<file path="config.mk">
export PLATFORM = sky130hd
export DESIGN_NAME = ov7670_pixel_capture
export DESIGN_NICKNAME = d
export VERILOG_FILES = /design/src/rtl/ov7670_pkg.sv /design/src/rtl/ov7670_pixel_capture_fifo.sv /design/src/rtl/ov7670_pixel_capture.sv
export SDC_FILE = /design/constraint.sdc
export NUM_CORES = 1
export LEC_CHECK = 0
export ABC_AREA = 1
export BUFFER_PORTS_ARGS = -buffer_cell sky130_fd_sc_hd__buf_4
export CORE_MARGIN = 8
export CORE_UTILIZATION = 60
export DETAILED_ROUTE_END_ITERATION = 16
export GPL_ROUTABILITY_DRIVEN = 0
export PLACE_DENSITY = 0.78
export SLEW_MARGIN = 20
export SYNTH_ARGS = -nofsm -noshare
export SYNTH_HDL_FRONTEND = slang
export SYNTH_SLANG_ARGS = --single-unit
export TNS_END_PERCENT = 30
</file>
<file path="constraint.sdc">
create_clock -name clk -period 3 [get_ports clk]
set_clock_uncertainty 0.15 [all_clocks]
set_input_delay 0.6 -clock clk [delete_from_list [all_inputs] [get_ports clk]]
set_output_delay 0.6 -clock clk [all_outputs]
set_load 0.005 [all_outputs]
</file>
<file path="src/rtl/ov7670_pkg.sv">
// rtl/ov7670_pkg.sv - shared types and frame geometry for the OV7670 capture path
package ov7670_pkg;

  typedef logic [15:0] rgb565_t;

  localparam int QVGA_WIDTH  = 320;
  localparam int QVGA_HEIGHT = 240;

  // The camera sends the high byte of each RGB565 pixel first.
  function automatic rgb565_t pack_pixel(input logic [7:0] i_hi, input logic [7:0] i_lo);
    return {i_hi, i_lo};
  endfunction

endpackage

</file>
<file path="src/rtl/ov7670_pixel_capture_fifo.sv">
// rtl/ov7670_pixel_capture_fifo.sv - first-word-fall-through pixel FIFO with flush
module pixel_fifo #(
  parameter int WIDTH = 16,
  parameter int DEPTH = 16
) (
  input  logic                     clk,
  input  logic                     reset,
  input  logic                     flush,
  input  logic                     push,
  input  logic [WIDTH-1:0]         pushData,
  input  logic                     pop,
  output logic [WIDTH-1:0]         popData,
  output logic                     empty,
  output logic                     full,
  output logic [$clog2(DEPTH):0]   level
);

  localparam int AW = $clog2(DEPTH);
  localparam logic [AW:0] LP_DEPTH = (AW+1)'(DEPTH);

  logic [WIDTH-1:0] r_mem [DEPTH];
  logic [AW-1:0]    r_wr_ptr;
  logic [AW-1:0]    r_rd_ptr;
  logic [AW:0]      r_count;
  logic             w_do_pop;
  logic             w_do_push;

  // A full FIFO still accepts a write when the head leaves on the same cycle.
  assign w_do_pop  = pop & ~empty;
  assign w_do_push = push & (~full | w_do_pop);

  assign empty   = (r_count == '0);
  assign full    = (r_count == LP_DEPTH);
  assign level   = r_count;
  assign popData = r_mem[r_rd_ptr];

  // Pointer and occupancy bookkeeping; flush discards everything queued.
  always_ff @(posedge clk or negedge reset) begin
    if (!reset) begin
      r_wr_ptr <= '0;
      r_rd_ptr <= '0;
      r_count  <= '0;
    end else if (flush) begin
      r_wr_ptr <= '0;
      r_rd_ptr <= '0;
      r_count  <= '0;
    end else begin
      if (w_do_push) r_wr_ptr <= r_wr_ptr + 1'b1;
      if (w_do_pop)  r_rd_ptr <= r_rd_ptr + 1'b1;
      r_count <= r_count + {{AW{1'b0}}, w_do_push} - {{AW{1'b0}}, w_do_pop};
    end
  end

  // Storage array; contents need no reset because occupancy guards every read.
  always_ff @(posedge clk) begin
    if (w_do_push && !flush) r_mem[r_wr_ptr] <= pushData;
  end

endmodule

</file>
<file path="src/rtl/ov7670_pixel_capture.sv">
// rtl/ov7670_pixel_capture.sv - OV7670 pin oversampler, RGB565 assembler and pixel stream
module ov7670_pixel_capture
  import ov7670_pkg::*;
#(
  parameter int FIFO_DEPTH = 16,
  parameter int H_PIXELS   = QVGA_WIDTH,
  parameter int V_LINES    = QVGA_HEIGHT
) (
  input  logic                          clk,
  input  logic                          reset,
  input  logic                          pclk,
  input  logic                          href,
  input  logic                          vsync,
  input  logic [7:0]                    OV7670_Data,
  input  logic                          pixelReady,
  output rgb565_t                       pixelData,
  output logic                          pixelValid,
  output logic                          frameStart,
  output logic                          frameDone,
  output logic [8:0]                    lineCount,
  output logic [$clog2(FIFO_DEPTH):0]   fifoLevel,
  output logic                          overflow
);

  localparam logic [8:0] LP_H = 9'(H_PIXELS);
  localparam logic [8:0] LP_V = 9'(V_LINES);

  logic       r_pclk_s1, r_pclk_s2, r_pclk_s3;
  logic       r_href_s1, r_href_s2, r_href_s3;
  logic       r_vsync_s1, r_vsync_s2, r_vsync_s3;
  logic [7:0] r_data_s1, r_data_s2;

  logic       r_armed;
  logic       r_phase;
  logic [7:0] r_hi;
  logic [8:0] r_pix_cnt;
  logic [8:0] r_line_cnt;
  logic       r_push;
  rgb565_t    r_push_data;
  logic       r_frame_start;
  logic       r_frame_done;
  logic       r_overflow;

  logic       w_byte_strobe;
  logic       w_vsync_rise;
  logic       w_href_fall;
  logic       w_capture;
  logic       w_pop;
  logic       w_empty;
  logic       w_full;
  rgb565_t    w_pop_data;

  assign w_byte_strobe = r_pclk_s2 & ~r_pclk_s3;
  assign w_vsync_rise  = r_vsync_s2 & ~r_vsync_s3;
  assign w_href_fall   = ~r_href_s2 & r_href_s3;
  assign w_capture     = r_armed & r_href_s2 & ~r_vsync_s2 & w_byte_strobe & (r_line_cnt < LP_V);
  assign w_pop         = ~w_empty & pixelReady;

  // Two-flop synchronisers plus an edge-detect stage; data tracks pclk so the byte lines up with its strobe.
  always_ff @(posedge clk or negedge reset) begin
    if (!reset) begin
      {r_pclk_s1, r_pclk_s2, r_pclk_s3}    <= '0;
      {r_href_s1, r_href_s2, r_href_s3}    <= '0;
      {r_vsync_s1, r_vsync_s2, r_vsync_s3} <= '0;
      r_data_s1 <= '0;
      r_data_s2 <= '0;
    end else begin
      {r_pclk_s1, r_pclk_s2, r_pclk_s3}    <= {pclk, r_pclk_s1, r_pclk_s2};
      {r_href_s1, r_href_s2, r_href_s3}    <= {href, r_href_s1, r_href_s2};
      {r_vsync_s1, r_vsync_s2, r_vsync_s3} <= {vsync, r_vsync_s1, r_vsync_s2};
      r_data_s1 <= OV7670_Data;
      r_data_s2 <= r_data_s1;
    end
  end

  // Frame/line tracking and byte pairing; a partial frame after reset is skipped until vsync arms capture.
  always_ff @(posedge clk or negedge reset) begin
    if (!reset) begin
      r_armed       <= 1'b0;
      r_phase       <= 1'b0;
      r_hi          <= '0;
      r_pix_cnt     <= '0;
      r_line_cnt    <= '0;
      r_push        <= 1'b0;
      r_push_data   <= '0;
      r_frame_start <= 1'b0;
      r_frame_done  <= 1'b0;
    end else begin
      r_frame_start <= w_vsync_rise;
      r_frame_done  <= 1'b0;
      r_push        <= 1'b0;
      if (w_vsync_rise) begin
        r_armed    <= 1'b1;
        r_phase    <= 1'b0;
        r_pix_cnt  <= '0;
        r_line_cnt <= '0;
      end else if (w_capture) begin
        if (!r_phase) begin
          r_hi    <= r_data_s2;
          r_phase <= 1'b1;
        end else begin
          r_phase <= 1'b0;
          if (r_pix_cnt < LP_H) begin
            r_push      <= 1'b1;
            r_push_data <= pack_pixel(r_hi, r_data_s2);
            r_pix_cnt   <= r_pix_cnt + 9'd1;
          end
        end
      end else if (r_armed && w_href_fall) begin
        r_phase   <= 1'b0;
        r_pix_cnt <= '0;
        if ((r_pix_cnt != '0) && (r_line_cnt < LP_V)) begin
          r_line_cnt <= r_line_cnt + 9'd1;
          if (r_line_cnt == LP_V - 9'd1) r_frame_done <= 1'b1;
        end
      end
    end
  end

  // Sticky drop flag: a pixel arrived with no room and nothing leaving; a flush cycle discards it anyway.
  always_ff @(posedge clk or negedge reset) begin
    if (!reset) begin
      r_overflow <= 1'b0;
    end else if (r_push && w_full && !w_pop && !w_vsync_rise) begin
      r_overflow <= 1'b1;
    end
  end

  pixel_fifo #(
    .WIDTH (16),
    .DEPTH (FIFO_DEPTH)
  ) u_fifo (
    .clk      (clk),
    .reset    (reset),
    .flush    (w_vsync_rise),
    .push     (r_push),
    .pushData (r_push_data),
    .pop      (w_pop),
    .popData  (w_pop_data),
    .empty    (w_empty),
    .full     (w_full),
    .level    (fifoLevel)
  );

  assign pixelValid = ~w_empty;
  assign pixelData  = w_empty ? '0 : w_pop_data;
  assign frameStart = r_frame_start;
  assign frameDone  = r_frame_done;
  assign lineCount  = r_line_cnt;
  assign overflow   = r_overflow;

endmodule

</file>
==> impl_metrics.toml <==
[timing]
layout_min_cycle_time_ps = 3015
worst_pin_slew_ps = 758.4
hold_viol = 0
fin_setup_tns_ps = -14.58
fin_crit_sh = 1.005
drv_slew = 0
setup_ws_ps = -14.58
slew-limit-headroom = 0.4913
max_clock_freq_ghz = 0.3317
rsz0062_at_grt = "yes"
hold_ws_ps = 39.54
setup_violations = 1

[flow_run]
drv_cap = 0

[routing]
postRouteAntennaNets = 0
drt_iter0_markers = 1113
routed_wl_um = 33570
vias = 9662
viasPerCell = 5.796
drc_errors = 0
first_pass_iters = 5
wire_per_inst_um = 20.13

[pwr]
ir_drop_mv = 0.5509
powerDensity_nw_per_um2 = 807.6
p_leak_nw = 6.498
totalPowerFinal_mw = 12.96

[layout]
seq_area_sq_um = 9844
antenna_cells = 0
drive_gt1_frac = 0.1276
final_util = 0.6918
multiInputGateArea_sq_um = 3654
finalNonFillerCells = 1667
n_fill_cell = 1553
area_growth_syn_to_layout_pct = 14.70
layout.nets = 1353
final_cell_area_sq_um = 16050

[place]
place_hpwl_um = 17780
dp.cells = 1596
portBuffers = 47
dp_slack_ps = 195.8
postPlaceCellArea_sq_um = 14730

[synth]
yosysUniqueCellTypes = 32
synth_edf_count = 256
syn_nets = 1288
yosysTopAreaCellShare = 0.5496
yosys.area.top_type = "edfxtp_1"
yosysWarnings = 0
synthFlopType = "edfxtp_1"
syn_inst = 1259
synth-async-reset-ratio = 0.2515
postSynthAreaPerCell_sq_um = 11.11
yosys-top-cells-count = "nand2_1, edfxtp_1, nand3_1"
synthTopCellsByArea = "edfxtp_1, dfrtp_1, nand2_1"
netlist_area_sq_um = 13990
synth_seq_cells = 342
yosysMostFrequentCell = "nand2_1"
seq_area_frac_synth = 0.7034

[floorplanning]
io_pins = 48
die_x_um = 168.7
initial_utilization = 0.6032
coreArea_sq_um = 23190
floorplan.die_area_sq_um = 28460
fp.dieH_um = 168.7
rows = 56

[worst_setup_path]
worst_path_max_delay_cell = "dfrtp_4"
path_cells = "buf_4 -> clkbuf_16 -> nand2_1 -> nand3_1 -> nand3_1 -> nand2_1 -> nand2_1 -> a21oi_2 -> buf_4"
worstPathArrival_ps = 2260
cp_max_fo = 16
slowest_delay_ps = 530
cp_num_buf_inv = 3
critPathMostFrequentCell = "nand2_1"
cp-end-kind = "primary output"
start_kind = "register"
crit_type = "reg -> out"
required_ps = 2250
crit_family = "flip-flops"

[grt]
grt_max_degree = 67
grt.total_usage = 0.2300
use_met1 = 0.2960
use_met3 = 0.04449
grt_pass1_wl_um = 50610
antenna_found_initial = 0
overflow = 0
top_usage_layer = "met2"
use_met2 = 0.3759
grt_pass1_vias = 9300

[outcome]
outcome = "complete, but fails checks"
violations = "negative setup slack"

[clocking]
cts-htree-levels = 2
tritoncts = "yes"
clock_sinks = 342
clockBufferDepth = 3
insertion_delay_ps = 530
clockRootBuffer = "clkbuf_16"
clk_pin_slew_ps = 60
cts_made_buffers = 34

[hold_path]
hold_path_class = "in -> reg"
-- logic make-up (layout without fill, tap and decap cells) --
family,count (synthesis),after routing,synth area share
flip-flops,342,342,0.7034
AO/OA/AOI/OAI,61,61,0.02263
XOR/XNOR,4,4,0.002505
buffers and inverters,114,203,0.03855
AND/OR/NAND/NOR,723,723,0.2190
adder cells (fa/ha/maj),15,15,0.01395
-- timing repair --
item / CTS / global route
buffers inserted: 0 / 3
endpoints found under the setup margin: 16 / 17
pin swaps: 1 / 4
endpoints found under the hold margin: 45 / 0
gates resized for setup: 9 / 12
gates cloned: 2 / 5
hold buffers: 1 / 0
-- per-layer routing --
metal	vias to the layer above	routed length, um
li1	4411	-
met1	4608	12750
met2	543	16080
met3	100	3551
met4	0	1188
met5	-	0
-- layout by cell type (no fill, tap or decap), types with 3 or more instances in the layout --
cell | Yosys | layout
dfrtp_1 | 86 | 84
inv_2 | 3 | 3
clkinv_1 | 3 | 12
nor2_2 | 2 | 3
buf_16 | 0 | 5
nor2_1 | 45 | 44
a21oi_2 | 0 | 9
ha_1 | 14 | 14
a21oi_1 | 21 | 12
buf_12 | 0 | 6
buf_4 | 16 | 73
o21ai_1 | 19 | 19
nand4_1 | 5 | 5
nand3_1 | 217 | 216
o21ai_0 | 17 | 17
nor3_1 | 3 | 3
xor2_1 | 3 | 3
clkinv_2 | 0 | 10
edfxtp_1 | 256 | 256
clkbuf_16 | 0 | 38
nand2_1 | 439 | 438
nand2_2 | 3 | 4
inv_1 | 47 | 45
-- layout make-up --
type / instances / share of cell area
sequential: 342 / 0.6135
multi-input combinational: 803 / 0.2277
timing repair buffer: 90 / 0.05778
clock buffer: 37 / 0.05498
tap: 319 / 0.02488
inverter: 53 / 0.01349
clock inverter: 23 / 0.007642
-- state kept, by name, summed over array words and instances, names as in the netlist, 4 cells and up --
name	flops
lineCount	9
r_data_s1	8
r_data_s2	8
r_hi	8
r_pix_cnt	9
r_push_data	16
u_fifo.level	5
u_fifo.r_mem	256
u_fifo.r_rd_ptr	4
u_fifo.r_wr_ptr	4
-- final timing paths --
check | from | to | slack (ps) | cells past startpoint
setup / recovery | u_fifo.r_rd_ptr[0] | pixelData[6] | -10 | 9
hold / removal | OV7670_Data[6] | r_data_s1[6] | 40 | 1
setup reg to reg | u_fifo.level[2] | u_fifo.level[4] | 150 | 18
hold reg to reg | r_data_s1[5] | r_data_s2[5] | 190 | 0
max in group asynchronous | reset | r_hi[0] | 1500 | 3
min in group asynchronous | reset | r_vsync_s2 | 500 | 2
-- worst reg2reg max path, cell delays in order (launching register included) --
cell     delay, ps
dfrtp_1        400
inv_1          100
ha_1           150
nand2_1         60
nor2_2         110
nand2_2         90
nand2_1         90
inv_1           80
ha_1           300
inv_1           80
ha_1           160
inv_1           60
fa_1           360
inv_1          100
nand2_1         50
a21oi_1        130
nor2_1          70
o21ai_0        150
a21oi_1         60
-- power by group --
part           switching (mW)  leakage (nW)  internal, mW  total [mW]
registers               0.252          3.43          5.32        5.57
logic                    2.14          2.56          1.38        3.52
clock network            1.73         0.506          2.13        3.86
Note: power is estimated with default switching activity, not from simulation.
